## src/rtl/mant_mul_seq_if.sv

```systemverilog
// Operand/product handshake bundle for the sequential mantissa multiplier.
`timescale 1ns/1ps
interface mant_mul_seq_if #(
  parameter int unsigned HW = 12
);
  localparam int unsigned OW = 2 * HW;
  localparam int unsigned PW = 4 * HW;

  logic          in_valid;
  logic          in_ready;
  logic [OW-1:0] in_a;
  logic [OW-1:0] in_b;
  logic          out_valid;
  logic          out_ready;
  logic [PW-1:0] out_product;
  logic          busy;

  modport master (
    output in_valid, in_a, in_b, out_ready,
    input  in_ready, out_valid, out_product, busy
  );

  modport slave (
    input  in_valid, in_a, in_b, out_ready,
    output in_ready, out_valid, out_product, busy
  );
endinterface

```

## src/rtl/mant_mul_seq.sv

```systemverilog
// Iterative 2HW x 2HW mantissa multiplier: one shared HW x HW multiplier, four partial products.
// Optional macro MUL_SEQ_ZERO_SKIP_EN: zero operands bypass the multiply and complete in one cycle.
`timescale 1ns/1ps
module mant_mul_seq #(
  parameter int unsigned HW = 12
) (
  input logic          clk,
  input logic          rst,
  mant_mul_seq_if.slave bus
);
  localparam int unsigned OW = 2 * HW;
  localparam int unsigned PW = 4 * HW;

  typedef enum logic [1:0] {
    IDLE = 2'd0,
    MUL  = 2'd1,
    DONE = 2'd2
  } state_e;

  state_e        state_q, state_d;
  logic [1:0]    idx_q, idx_d;
  logic [HW-1:0] a_lo_q, a_lo_d;
  logic [HW-1:0] a_hi_q, a_hi_d;
  logic [HW-1:0] b_lo_q, b_lo_d;
  logic [HW-1:0] b_hi_q, b_hi_d;
  logic [PW-1:0] acc_q, acc_d;
  logic [PW-1:0] out_product_q, out_product_d;
  logic          out_valid_q, out_valid_d;
  logic          in_ready_q, in_ready_d;
  logic          busy_q, busy_d;

  logic [HW-1:0] op_x, op_y;
  logic [OW-1:0] pp;
  logic [PW-1:0] pp_sh;
  logic [PW-1:0] acc_sum;

  // Partial-product select and alignment for the current idx.
  always_comb begin
    op_x  = a_lo_q;
    op_y  = b_lo_q;
    pp_sh = '0;
    case (idx_q)
      2'd0: begin op_x = a_lo_q; op_y = b_lo_q; end
      2'd1: begin op_x = a_lo_q; op_y = b_hi_q; end
      2'd2: begin op_x = a_hi_q; op_y = b_lo_q; end
      default: begin op_x = a_hi_q; op_y = b_hi_q; end
    endcase
    pp = OW'(op_x) * OW'(op_y);
    case (idx_q)
      2'd0:    pp_sh = PW'(pp);
      2'd1,
      2'd2:    pp_sh = PW'(pp) << HW;
      default: pp_sh = PW'(pp) << (2 * HW);
    endcase
    acc_sum = acc_q + pp_sh;
  end

  // Next-state and registered-output logic.
  always_comb begin
    state_d       = state_q;
    idx_d         = idx_q;
    a_lo_d        = a_lo_q;
    a_hi_d        = a_hi_q;
    b_lo_d        = b_lo_q;
    b_hi_d        = b_hi_q;
    acc_d         = acc_q;
    out_product_d = out_product_q;
    out_valid_d   = out_valid_q;

    case (state_q)
      IDLE: begin
        if (bus.in_valid && in_ready_q) begin
          a_lo_d  = bus.in_a[HW-1:0];
          a_hi_d  = bus.in_a[OW-1:HW];
          b_lo_d  = bus.in_b[HW-1:0];
          b_hi_d  = bus.in_b[OW-1:HW];
          acc_d   = '0;
          idx_d   = 2'd0;
          state_d = MUL;
`ifdef MUL_SEQ_ZERO_SKIP_EN
          if ((bus.in_a == '0) || (bus.in_b == '0)) begin
            out_product_d = '0;
            out_valid_d   = 1'b1;
            state_d       = DONE;
          end
`endif
        end
      end
      MUL: begin
        acc_d = acc_sum;
        idx_d = idx_q + 2'd1;
        if (idx_q == 2'd3) begin
          out_product_d = acc_sum;
          out_valid_d   = 1'b1;
          state_d       = DONE;
        end
      end
      DONE: begin
        if (bus.out_ready) begin
          out_valid_d = 1'b0;
          state_d     = IDLE;
        end
      end
      default: state_d = IDLE;
    endcase

    // Mirrors of the next state so in_ready/busy track state without extra delay.
    in_ready_d = (state_d == IDLE);
    busy_d     = (state_d != IDLE);
  end

  always_ff @(posedge clk) begin
    if (rst) begin
      state_q       <= IDLE;
      idx_q         <= 2'd0;
      a_lo_q        <= '0;
      a_hi_q        <= '0;
      b_lo_q        <= '0;
      b_hi_q        <= '0;
      acc_q         <= '0;
      out_product_q <= '0;
      out_valid_q   <= 1'b0;
      in_ready_q    <= 1'b1;
      busy_q        <= 1'b0;
    end else begin
      state_q       <= state_d;
      idx_q         <= idx_d;
      a_lo_q        <= a_lo_d;
      a_hi_q        <= a_hi_d;
      b_lo_q        <= b_lo_d;
      b_hi_q        <= b_hi_d;
      acc_q         <= acc_d;
      out_product_q <= out_product_d;
      out_valid_q   <= out_valid_d;
      in_ready_q    <= in_ready_d;
      busy_q        <= busy_d;
    end
  end

  assign bus.in_ready    = in_ready_q;
  assign bus.out_valid   = out_valid_q;
  assign bus.out_product = out_product_q;
  assign bus.busy        = busy_q;
endmodule

```

## src/flat_wrapper.sv

```systemverilog
// flat-port wrapper written by rule: the top's interface ports become plain ports
module mant_mul_seq_flat 
#(
  parameter int unsigned HW = 12
)
  (clk, rst, bus_in_valid, bus_in_a, bus_in_b, bus_out_ready, bus_in_ready, bus_out_valid, bus_out_product, bus_busy);
  mant_mul_seq_if #(.HW(HW)) bus_i ();
  input logic clk;
  input logic rst;
  input wire logic [$bits(bus_i.in_valid)-1:0] bus_in_valid;
  input wire logic [$bits(bus_i.in_a)-1:0] bus_in_a;
  input wire logic [$bits(bus_i.in_b)-1:0] bus_in_b;
  input wire logic [$bits(bus_i.out_ready)-1:0] bus_out_ready;
  output wire logic [$bits(bus_i.in_ready)-1:0] bus_in_ready;
  output wire logic [$bits(bus_i.out_valid)-1:0] bus_out_valid;
  output wire logic [$bits(bus_i.out_product)-1:0] bus_out_product;
  output wire logic [$bits(bus_i.busy)-1:0] bus_busy;
  assign bus_i.in_valid = bus_in_valid;
  assign bus_i.in_a = bus_in_a;
  assign bus_i.in_b = bus_in_b;
  assign bus_i.out_ready = bus_out_ready;
  assign bus_in_ready = bus_i.in_ready;
  assign bus_out_valid = bus_i.out_valid;
  assign bus_out_product = bus_i.out_product;
  assign bus_busy = bus_i.busy;
  mant_mul_seq #(.HW(HW)) u_core (.clk(clk), .rst(rst), .bus(bus_i));
endmodule
```

## config.mk

```make
export PLATFORM = sky130hd
export DESIGN_NAME = mant_mul_seq_flat
export DESIGN_NICKNAME = d
export VERILOG_FILES = /design/src/rtl/mant_mul_seq_if.sv /design/src/rtl/mant_mul_seq.sv /design/src/flat_wrapper.sv
export SDC_FILE = /design/constraint.sdc
export NUM_CORES = 1
export LEC_CHECK = 0
export BUFFER_PORTS_ARGS = -buffer_cell sky130_fd_sc_hd__buf_2
export CORE_ASPECT_RATIO = 0.7
export CORE_MARGIN = 4
export CORE_UTILIZATION = 45
export CTS_CLUSTER_DIAMETER = 60
export DETAILED_ROUTE_END_ITERATION = 6
export GPL_ROUTABILITY_DRIVEN = 1
export SYNTH_ARGS = -nofsm -noshare
export SYNTH_HDL_FRONTEND = slang
export SYNTH_SLANG_ARGS = --single-unit
```

## constraint.sdc

```tcl
create_clock -name clk -period 9.8 [get_ports clk]
set_input_delay 0.98 -clock clk [delete_from_list [all_inputs] [get_ports clk]]
set_output_delay 0.98 -clock clk [all_outputs]
set_load 0.005 [all_outputs]
```

==> results.txt, run 1 <==
The flow ran to the end, and the final reports show no timing, DRC or antenna violations. The tree is rooted in a sky130_fd_sc_hd__clkbuf_16. The horizontal die dimension came out at 214 um. The number of antenna violations at the first check in global routing is 0. The total routing resource utilization after global routing is 0.244. The min-delay analysis places its worst path in the category register to register.

The most common cell in the synthesized netlist is sky130_fd_sc_hd__nand2_1. Summed over all layers, the global routing overflow is 0. The worst setup path is launched from a register. The routed length per instance is 18.8 um. Counting instances in the post-synthesis netlist gives the leading cell types as 320 x sky130_fd_sc_hd__nand2_1, 166 x sky130_fd_sc_hd__a21oi_1, 151 x sky130_fd_sc_hd__dfxtp_1, 151 x sky130_fd_sc_hd__inv_1, 114 x sky130_fd_sc_hd__ha_1. The routability-driven placement congestion ratio is 0.973.

Of the cells placed in the final design, the portion with a size suffix greater than 1 is 0.134. Along the worst hold path, the cell count comes to 2. Across the run, the number of max-cap violations was 0.

The area overhead of the layout relative to synthesis came out at 12.7%. The post-detailed-route via-to-cell ratio came out at 5.65. The worst setup path is captured at a register. Ranked by total cell area, the synthesized netlist is headed by sky130_fd_sc_hd__dfxtp_1 23%, sky130_fd_sc_hd__fa_1 15%, sky130_fd_sc_hd__ha_1 11%.

After floorplanning, the core was sized to cover 0.0291 sq mm. In the finished design, the share of the clock period the worst path needs comes to 0.949. After layout, the minimum clock period comes to 9300 ps. Together, buffers and inverters on the worst path number 6. The HPWL after detailed placement came out at 32100 um. The worst-case setup slack after placement is 100 ps. In this run the core area contains 52 standard-cell rows. The cell taking the most area after synthesis is sky130_fd_sc_hd__dfxtp_1. Counting distinct cell types in the post-synthesis netlist gives 68. The largest fanout of any net on the critical path is 19. For hold timing, the worst endpoint is u_core.bus.out_product[31]$_SDFFE_PP0P_. The final hold violation count came out at 0.

On the worst path, the slowest cell contributes a delay of 530 ps. The worst-case clock buffer depth came out at 2. The combinational group share of total power is 0.239.

The critical path in this run is classified as register to register. The vertical extent of the die came out at 152 um. The post-synthesis sequential element count came out at 151. The total via count in the routed design came out at 12.1k. The net count after synthesis came out at 1944.

The clock sink count is 151. The synthesized design contains 0 enable-type register cells. Each instance of the synthesized netlist takes up on average 7.99 sq um.

The worst path arrival time is 9680 ps. The number of CTS-inserted buffers came out at 17. The static power due to leakage is 7.07 nW. The via count of the first global-routing pass is 11.4k. For this block, the initial DRC count from the detailed router was 1043. The clock-pin transition on the worst setup and hold timing paths came out at 70 ps.

The worst-skew pair later-pin latency is 450 ps. The final net count came out at 2017. CTS built an H-tree with a depth of 4. The reg-to-reg setup timing slack is 500 ps. The worst setup margin came out at 498 ps. TritonCTS built the clock tree.

The transition at the pin with the smallest max-transition slack is 1110 ps. The share of synthesized area in the top cell type comes to 0.226. The total count of max-transition violations in the final report is 0. The final antenna-violating net count is 0. Setup repair after global routing left no endpoint under its margin.

The number of cells on the worst reg-to-reg path is 34. The routed wire length is 40300 um. After clock tree synthesis, the flow added hold-fix buffers numbering 0.

In this run the tool buffered the top-level ports with 102 buffer cells. The number of search-and-repair iterations in the first detailed-routing pass is 5. The switching power summed over all nets is 0.600 mW. The count of pins on the block boundary came out at 103. The effective utilization at floorplan is 0.460. Synthesis produced 1677 cells. The startpoint identified for the worst hold timing path is u_core.bus.out_product[31]$_SDFFE_PP0P_. The capturing point of the worst reg2reg path is u_core.bus.out_product[46]$_SDFFE_PP0P_. The count of antenna diodes in the layout came out at 0.

The remaining routing DRC violations is 0. The clock network power share came out at 0.386. The wire length of the first global-routing pass came out at 64300 um. The slowest stage of the critical path belongs to the cell sky130_fd_sc_hd__fa_1.

Of the total power, the share spent switching nets is 0.346. The yosys synthesis warning count came out at 0. The accumulated negative setup slack came out at 0 ps. The final setup violation count came out at 0. The startpoint identified for the worst register-to-register timing path is u_core.idx_q[0]$_SDFFE_PP0P_. The fraction of registers with async set/reset is 0. For this design the ratio of total power to cell area is 115 mW/mm^2. The total internal power came out at 1.14 mW. The worst max-slew margin expressed relative to the limit is 0.250.

Broken down by cell family, the worst path's largest delay share belongs to adder cells. The post-synthesis instance area is 0.0134 sq mm. The maximum achievable frequency came out at 108 MHz. The post-route core utilization is 0.518. The post-synthesis sequential area ratio is 0.226.

Between clock sinks in the finished design, the worst skew comes to 12.7 ps. The die covers 0.0327 sq mm. The largest net degree at the start of global routing came out at 77.

The share of total power dissipated in sequential elements is 0.375. At the worst endpoint, the required time is 10180 ps. The worst supply voltage drop on vdd came out at 91.4 uV. The most used flip-flop cell after synthesis is sky130_fd_sc_hd__dfxtp_1.
## cell usage in the layout, fill, tap and decap left out, types with 20 or more instances in the layout
master / Yosys / layout
sky130_fd_sc_hd__xnor2_1: 41 / 41
sky130_fd_sc_hd__nand3_1: 44 / 43
sky130_fd_sc_hd__dfxtp_1: 151 / 151
sky130_fd_sc_hd__buf_4: 0 / 34
sky130_fd_sc_hd__o21ai_0: 32 / 32
sky130_fd_sc_hd__a22o_1: 40 / 40
sky130_fd_sc_hd__inv_1: 151 / 151
sky130_fd_sc_hd__ha_1: 114 / 111
sky130_fd_sc_hd__nand2_1: 320 / 319
sky130_fd_sc_hd__and2_1: 41 / 41
sky130_fd_sc_hd__a21o_1: 29 / 29
sky130_fd_sc_hd__mux2_2: 24 / 21
sky130_fd_sc_hd__buf_2: 3 / 101
sky130_fd_sc_hd__a21oi_1: 166 / 166
sky130_fd_sc_hd__nor2_1: 109 / 106
sky130_fd_sc_hd__fa_1: 101 / 101
sky130_fd_sc_hd__xor2_1: 20 / 20
## logic make-up after synthesis
kind of cell,count (synthesis),share of synthesized area
AOI/OAI and AO/OA,375,0.182
xor gates and xnor gates,61,0.0399
adders and majority gates,215,0.257
buffers and inverters,235,0.0672
DFF,151,0.226
muxes,40,0.0321
and+or+nand+nor,600,0.196
## state kept, by name, summed over array words and instances, names as in the netlist, 2 cells and up
register	count
u_core.idx_q	2
u_core.a_hi_q	12
u_core.a_lo_q	12
u_core.bus.out_product	48
u_core.b_lo_q	12
u_core.state_q	2
u_core.acc_q	48
u_core.b_hi_q	12
## worst max-delay path by stage
stage          cells after the start  slack [ps]                         start                                       to
5_1_grt                           34          20  u_core.idx_q[0]$_SDFFE_PP0P_            u_core.acc_q[44]$_SDFFE_PP0P_
6_report                          34         500  u_core.idx_q[0]$_SDFFE_PP0P_  u_core.bus.out_product[46]$_SDFFE_PP0P_
4_1_cts                           33          60  u_core.idx_q[0]$_SDFFE_PP0P_  u_core.bus.out_product[46]$_SDFFE_PP0P_
3_3_place_gp                      34         260  u_core.idx_q[0]$_SDFFE_PP0P_  u_core.bus.out_product[46]$_SDFFE_PP0P_
2_1_floorplan                     36         250  u_core.idx_q[0]$_SDFFE_PP0P_  u_core.bus.out_product[46]$_SDFFE_PP0P_
3_5_place_dp                      33         100  u_core.idx_q[0]$_SDFFE_PP0P_  u_core.bus.out_product[46]$_SDFFE_PP0P_
## power by group through the flow
stage | combinational, mW | clock [mW] | sequential (mW)
finish | 0.414 | 0.671 | 0.651
global route | 0.455 | 0.712 | 0.653
CTS | 0.399 | 0.683 | 0.649
detailed placement | 0.396 | 0 | 0.662
global placement | 0.394 | 0 | 0.662
floorplan | 0.270 | 0 | 0.656
## per-layer routing
metal / vias to the layer above / global-route usage / wire [um]
li1: 5797 / - / -
met5: - / 0 / 0
met2: 381 / 0.327 / 15800
met1: 5891 / 0.398 / 21000
met4: 0 / 0.0423 / 377
met3: 27 / 0.0520 / 3180
## per-stage QoR
stage               hold WS (ps)  power [mW]  instance area, sq um  instances
floorplan                    433       0.926                 13400       1677
global placement             439        1.06                 14400       2105
detailed placement           446        1.06                 14400       2105
CTS                          455        1.73                 14900       2137
global route                 467        1.82                 15100       2141
finish                       454        1.74                 15100       2141
## cell type report
class	count	area (sq um)
Clock buffer	17	425
Clock inverter	15	166
Fill cell	2904	14000
Inverter	151	567
Multi-Input combinational cell	1291	9630
Sequential cell	151	3020
Tap cell	378	473
Timing Repair Buffer	138	826
## timing repair
| item | CTS | global route |
|---|---|---|
| resized for setup | 0 | 23 |
| endpoints found under the setup margin | 0 | 32 |
| setup buffers | 0 | 3 |
## worst reg2reg max path: cells and delay by family, from the launching register on
kind                     cells  cell delay (ps)
AO/OA/AOI/OAI                8             2250
XOR/XNOR                     1              390
adder cells (fa/ha/maj)      8             3320
buffers and inverters        6              630
flip-flops                   1              370
multiplexers                 1              510
AND/OR/NAND/NOR             10             1760
No activity file was read; power rests on OpenSTA's default activity.
==> inputs of run 2 (changes only) <==
--- a/config.mk
+++ b/config.mk
@@ -7,7 +7,6 @@
 export LEC_CHECK = 0
 export BUFFER_PORTS_ARGS = -buffer_cell sky130_fd_sc_hd__buf_2
 export CORE_ASPECT_RATIO = 0.7
-export CORE_MARGIN = 4
 export CORE_UTILIZATION = 45
 export CTS_CLUSTER_DIAMETER = 60
 export DETAILED_ROUTE_END_ITERATION = 6
==> run 2 against run 1 <==
Against the previous run:
- critical path depth did not move
- sequential cell count did not move
- combinational power fell by 2%
- via count increased by 0.23%
- sequential power is essentially flat
- non-clock buffer count decreased by 9
- cell area shrank 0.36%
- hold slack lost 3.1 ps
- global-route usage increased by 2.0 points
- utilization decreased by 0.073 points
- sequential share of layout area increased by 0.073 points
==> results.txt, run 2 (synthesis results as in run 1) <==
The nature of the critical path endpoint is a register. The most common cell after layout, fill and taps aside is sky130_fd_sc_hd__nand2_1. The worst setup path is of the register to register kind. The final period utilization came out at 0.960. TritonCTS built the clock tree. The maximum achievable frequency came out at 106 MHz. IR analysis of the VDD net gives a maximum drop of 107 uV. In this run the deepest clock path goes through 2 buffers. The horizontal die dimension came out at 208 um. The total routing resource utilization after global routing is 0.264. Among the stages of the critical path, the cell type that occurs most often is sky130_fd_sc_hd__fa_1.

The total via count in the routed design is 12.1k. Routability-driven placement finished with a final weighted congestion of 0.976. The number of rows in the core area came out at 52.

The root buffer cell chosen for the clock tree is sky130_fd_sc_hd__clkbuf_16. Along the worst path, the maximum fanout reaches 21. Compared with the post-synthesis result, the final layout area differs by 12.3%. The slowest cell on the critical path is sky130_fd_sc_hd__fa_1. The run finished with clean final reports. The worst max-slew margin expressed relative to the limit came out at 0.347. The share of layout cells above drive strength 1 came out at 0.131. The final worst clock skew came out at 12.9 ps. The number of antenna violations at the first check in global routing is 0. The final antenna-violating net count came out at 0. The transition at the pin with the smallest max-transition slack is 978 ps. The effective utilization at floorplan came out at 0.461. Across the run, the number of max-cap violations was 0. The routed wire length came out at 39600 um.

The DRC marker count from the first detailed-route iteration is 938. The nature of the critical path startpoint is a register. After detailed routing, the number of vias per cell comes to 5.69. The total count of max-transition violations in the final report is 0.

In this run the count of I/O pins placed on the die edge is 103. The total power draw is 1.77 mW. The floorplan core area came out at 0.0291 sq mm. The CTS H-tree depth is 4. The largest single stage delay on the critical path is 550 ps. In this run, CTS created clock tree buffers numbering 17. The via count of the first global-routing pass came to 11.4k. The remaining routing DRC violations is 0. The area after detailed placement is 0.0143 sq mm. The largest net degree at the start of global routing is 77. From bottom edge to top edge, the die measures 146 um. The clock-pin transition on the worst setup and hold timing paths came out at 70 ps. The static power due to leakage came out at 7.05 nW. The final setup violation count is 0. The count of antenna diodes in the layout is 0. The worst-skew pair later-pin latency came out at 450 ps. The min-delay analysis places its worst path in the category register to register. The power per cell area came out at 117 mW/mm^2. STA puts the critical path data required time at 10150 ps.

The non-filler instance count after layout is 2132. The HPWL after detailed placement is 31000 um. Data arrives at the worst endpoint at 9760 ps. The number of hold buffers added after cts is 0. The die covers 0.0305 sq mm. The final hold violation count came out at 0.

The number of placed cells counting well taps is 2098. The minimum period implied by the final worst setup slack is 9410 ps. The layout has 2858 filler cells. The post-layout instance area is 0.0151 sq mm.

The count of buffers added on input and output ports is 102. The wire length of the first global-routing pass is 63400 um. The clock net in this run drives a total of 151 sinks.

At the end of the flow, the number of nets in the layout was 2008. The number of search-and-repair iterations in the first detailed-routing pass is 5. The leftover overflow at the end of global routing came out at 0. Leaving out fill and tap cells, the most frequent cells in the layout are 319 x sky130_fd_sc_hd__nand2_1, 166 x sky130_fd_sc_hd__a21oi_1, 151 x sky130_fd_sc_hd__inv_1, 151 x sky130_fd_sc_hd__dfxtp_1, 111 x sky130_fd_sc_hd__ha_1. The routed length per instance is 18.6 um.
-- run 2: stage by stage --
stage,TNS [ps],hold slack (ps),setup WS (ps),utilization
floorplan,0,433,252,-
global placement,0,439,352,0.491
detailed placement,0,445,114,0.491
CTS,0,455,64.4,0.513
global route,-3.84,467,-3.84,0.518
finish,0,451,390,0.518
-- run 2: routing by layer --
| layer | up-vias | routed length [um] | GRT usage |
|---|---|---|---|
| li1 | 5796 | - | - |
| met1 | 5867 | 20600 | 0.420 |
| met2 | 432 | 15400 | 0.354 |
| met3 | 29 | 3120 | 0.0604 |
| met4 | 0 | 424 | 0.0537 |
| met5 | - | 0 | 0 |
-- run 2: final cells by class --
cell class                      instances  area [sq um]  share of cell area
Clock buffer                           17           425              0.0283
Clock inverter                         15           208              0.0138
Inverter                              151           567              0.0377
Multi-Input combinational cell       1291          9620               0.639
Sequential cell                       151          3020               0.201
Tap cell                              378           473              0.0314
Timing Repair Buffer                  129           741              0.0492
-- run 2: final timing paths --
path	from	to	slack, ps	depth (start not counted)
max	u_core.idx_q[0]$_SDFFE_PP0P_	u_core.acc_q[44]$_SDFFE_PP0P_	390	34
min	u_core.bus.out_product[21]$_SDFFE_PP0P_	u_core.bus.out_product[21]$_SDFFE_PP0P_	450	2
max reg2reg	u_core.idx_q[0]$_SDFFE_PP0P_	u_core.acc_q[44]$_SDFFE_PP0P_	390	34
min reg2reg	u_core.bus.out_product[21]$_SDFFE_PP0P_	u_core.bus.out_product[21]$_SDFFE_PP0P_	450	2
-- run 2: power breakdown --
part,switching (mW),total (mW),internal (mW)
logic,0.271,0.407,0.137
clock network,0.316,0.708,0.392
registers,0.0182,0.651,0.633
-- run 2: worst max-delay path: cells and delay by family, from the launching register on --
kind            cells  cell delay [ps]
fa+ha+maj           8             3530
xor+xnor            2              280
buf+inv             5              590
mux                 1              390
compound gates     14             3260
flops               1              380
simple gates        4              830
-- run 2: timing repair --
| action | in CTS | in global routing |
|---|---|---|
| endpoints found under the setup margin | 0 | 24 |
| buffers inserted | 0 | 2 |
| hold endpoints to repair | 0 | 0 |
| gates resized for setup | 0 | 27 |
==> inputs of run 3 (changes only) <==
--- a/config.mk
+++ b/config.mk
@@ -6,7 +6,7 @@
 export NUM_CORES = 1
 export LEC_CHECK = 0
 export BUFFER_PORTS_ARGS = -buffer_cell sky130_fd_sc_hd__buf_2
-export CORE_ASPECT_RATIO = 0.7
+export CORE_ASPECT_RATIO = 0.5
 export CORE_UTILIZATION = 45
 export CTS_CLUSTER_DIAMETER = 60
 export DETAILED_ROUTE_END_ITERATION = 6
==> run 3 against run 2 <==
Against the previous run:
- global-route usage rose by 1.2 points
- largest cell class unchanged
- critical path type unchanged
- clock power shrank 3.2%
- sequential cell count did not move
- fmax decreased by 0.20%
- clock skew grew 0.68 ps
- setup slack worse by 19 ps
- largest power group unchanged
- first-iteration DRC count shrank 6.6%
==> results.txt, run 3 (synthesis results as in run 1) <==
The number of gates given a new drive strength after cts is 0. The initial utilization of the core area, before any placement, comes to 0.460. The slowest cell on the critical path is sky130_fd_sc_hd__fa_1.

The switching power share of the total is 0.346. The post-detailed-route via-to-cell ratio is 5.59. The largest fanout of any net on the critical path is 20. In the layout the commonest cells are 319 x sky130_fd_sc_hd__nand2_1, 164 x sky130_fd_sc_hd__a21oi_1, 151 x sky130_fd_sc_hd__inv_1, 151 x sky130_fd_sc_hd__dfxtp_1, 112 x sky130_fd_sc_hd__ha_1. The remaining routing DRC violations is 0. The number of hold buffers added after cts is 0. Dividing the detail-routed wire length by the instance count gives 19.0 um.

The total routing resource utilization after global routing came out at 0.276. For this run, the post-layout net count is 2011. Clock tree synthesis inserted a total of 17 buffers. The area overhead of the layout relative to synthesis is 12.1%. The worst setup path is captured at a register.

Power spread over the standard cell area amounts to 116 mW/mm^2. The leftover overflow at the end of global routing is 0. The number of antenna violations at the first check in global routing is 2. The die covers 0.0305 sq mm. Of the available clock period, the critical path in the final layout requires 0.962. Summed over all cells, the static leakage comes to 7.03 nW. The setup path with the least slack is of type register to register. The non-filler instance count after layout came out at 2149. The number of port buffers is 102. The worst hold path cell count came out at 2. The worst supply voltage drop on vdd came out at 124 uV. The horizontal die dimension is 246 um. The proportion of power drawn by flip-flops and latches came out at 0.372.

The floorplan core area came out at 0.0291 sq mm. The share of layout cells above drive strength 1 came out at 0.131. Of the total power, the clock network draws 0.393. The routability-driven placement congestion ratio came out at 0.916. Entering global routing, the biggest net connects 77 pins. TritonCTS built the clock tree. In this run the worst hold path is classified as register to register. The library cell used most frequently in the layout, excluding fill and tap cells, is sky130_fd_sc_hd__nand2_1.

Setup violations remaining at the end of the flow were counted as 0. For this run, the slowest stage of the critical path takes 550 ps. The wire-length estimate of the detail-placed layout is 32000 um. The worst hold slack is 452 ps. The critical path required time is 10130 ps. The wire length of the first global-routing pass is 64300 um. The count of pins on the block boundary is 103.

The minimum period implied by the final worst setup slack is 9430 ps. The floorplan step set the die height to 124 um. The total count of max-transition violations in the final report came out at 0. The most numerous cell type found on the critical path is sky130_fd_sc_hd__fa_1.

The final hold violation count came to 0. The finished cells cover 0.0150 sq mm. The number of placed cells counting well taps is 2116. Cell internal power was estimated by the tool at 1.14 mW. The DRC marker count from the first detailed-route iteration came out at 876. The worst path arrival time came out at 9760 ps. The CTS H-tree depth came out at 4. Measured against its own limit, the worst slew margin works out to 0.326. The final antenna-violating net count came out at 0. The root cell of the clock tree is sky130_fd_sc_hd__clkbuf_16. For this block, the via count after detailed routing is 12.0k.

The switching power summed over all nets is 0.604 mW. Clock-pin slew was measured on the worst setup and hold paths at 70 ps. The tool flagged a number of max-cap violations equal to 0. The number of rows in the core area is 44. Between clock sinks in the finished design, the worst skew comes to 13.6 ps. The via count of the first global-routing pass is 11.7k.

The later pin in the worst-skew pair is clocked with a latency of 450 ps. After detailed routing, the total wire length is 40900 um. The number of cell instances on the worst register-to-register path came out at 33.

STA classifies the critical path startpoint as a register. The flow ran to the end, and the final reports show no timing, DRC or antenna violations. The maximum achievable frequency is 106 MHz. The transition at the pin with the smallest max-transition slack came out at 998 ps.

The post-route core utilization came out at 0.516. The placed instances occupy a cell area of 0.0144 sq mm. The combinational group share of total power is 0.235. The worst-case clock buffer depth is 2.

The clock sink count came out at 151. The number of setup buffers added after CTS is 0. The number of search-and-repair iterations in the first detailed-routing pass is 5.
run 3: cell types whose count changed in the layout (fill, tap and decap cells not counted), sizes merged:
cell / previous run / this run
buf: 129 / 132
clkinvlp: 1 / 2
inv: 158 / 159
clkbuf: 17 / 18
diode: 0 / 1
bufinv: 2 / 1
clkinv: 5 / 3
run 3: layout make-up:
type | instances | area, sq um
clock buffer | 18 | 439
fill | 2797 | 14100
inverter | 151 | 567
timing repair buffer | 132 | 763
antenna | 1 | 2.50
multi-input combinational | 1291 | 9590
tap | 391 | 489
sequential | 151 | 3020
clock inverter | 14 | 156
run 3: final timing paths:
| kind | slack, ps | to | from |
|---|---|---|---|
| max reg2reg | 370 | u_core.acc_q[47]$_SDFFE_PP0P_ | u_core.idx_q[0]$_SDFFE_PP0P_ |
| min reg2reg | 450 | u_core.bus.out_product[11]$_SDFFE_PP0P_ | u_core.bus.out_product[11]$_SDFFE_PP0P_ |
| max | 370 | u_core.acc_q[47]$_SDFFE_PP0P_ | u_core.idx_q[0]$_SDFFE_PP0P_ |
| min | 450 | u_core.bus.out_product[11]$_SDFFE_PP0P_ | u_core.bus.out_product[11]$_SDFFE_PP0P_ |
run 3: worst max-delay path, delay by kind of cell (launching register included):
kind | cells | cell delay (ps)
buf+inv | 4 | 470
fa+ha+maj | 8 | 3500
xor+xnor | 1 | 140
mux | 1 | 470
simple gates | 8 | 1950
compound gates | 11 | 2430
flops | 1 | 380
run 3: power by group through the flow:
stage / logic [mW] / registers [mW] / clock network (mW)
floorplan: 0.270 / 0.656 / 0
global placement: 0.401 / 0.662 / 0
detailed placement: 0.401 / 0.663 / 0
CTS: 0.405 / 0.648 / 0.697
global route: 0.453 / 0.651 / 0.725
finish: 0.410 / 0.649 / 0.685
run 3: per-layer routing:
metal | global-route usage | share of wire | vias to the layer above
met5 | 0 | 0 | -
met4 | 0.0637 | 0.016 | 0
met3 | 0.0728 | 0.068 | 51
met2 | 0.433 | 0.44 | 344
met1 | 0.378 | 0.47 | 5818
li1 | - | - | 5801
run 3: through the flow:
step,setup TNS [ps],setup WS [ps],power (mW)
3_5_place_dp,0,224,1.06
6_report,0,372,1.74
3_3_place_gp,0,292,1.06
4_1_cts,0,177,1.75
5_1_grt,-26.5,-26.5,1.83
2_1_floorplan,0,252,0.926
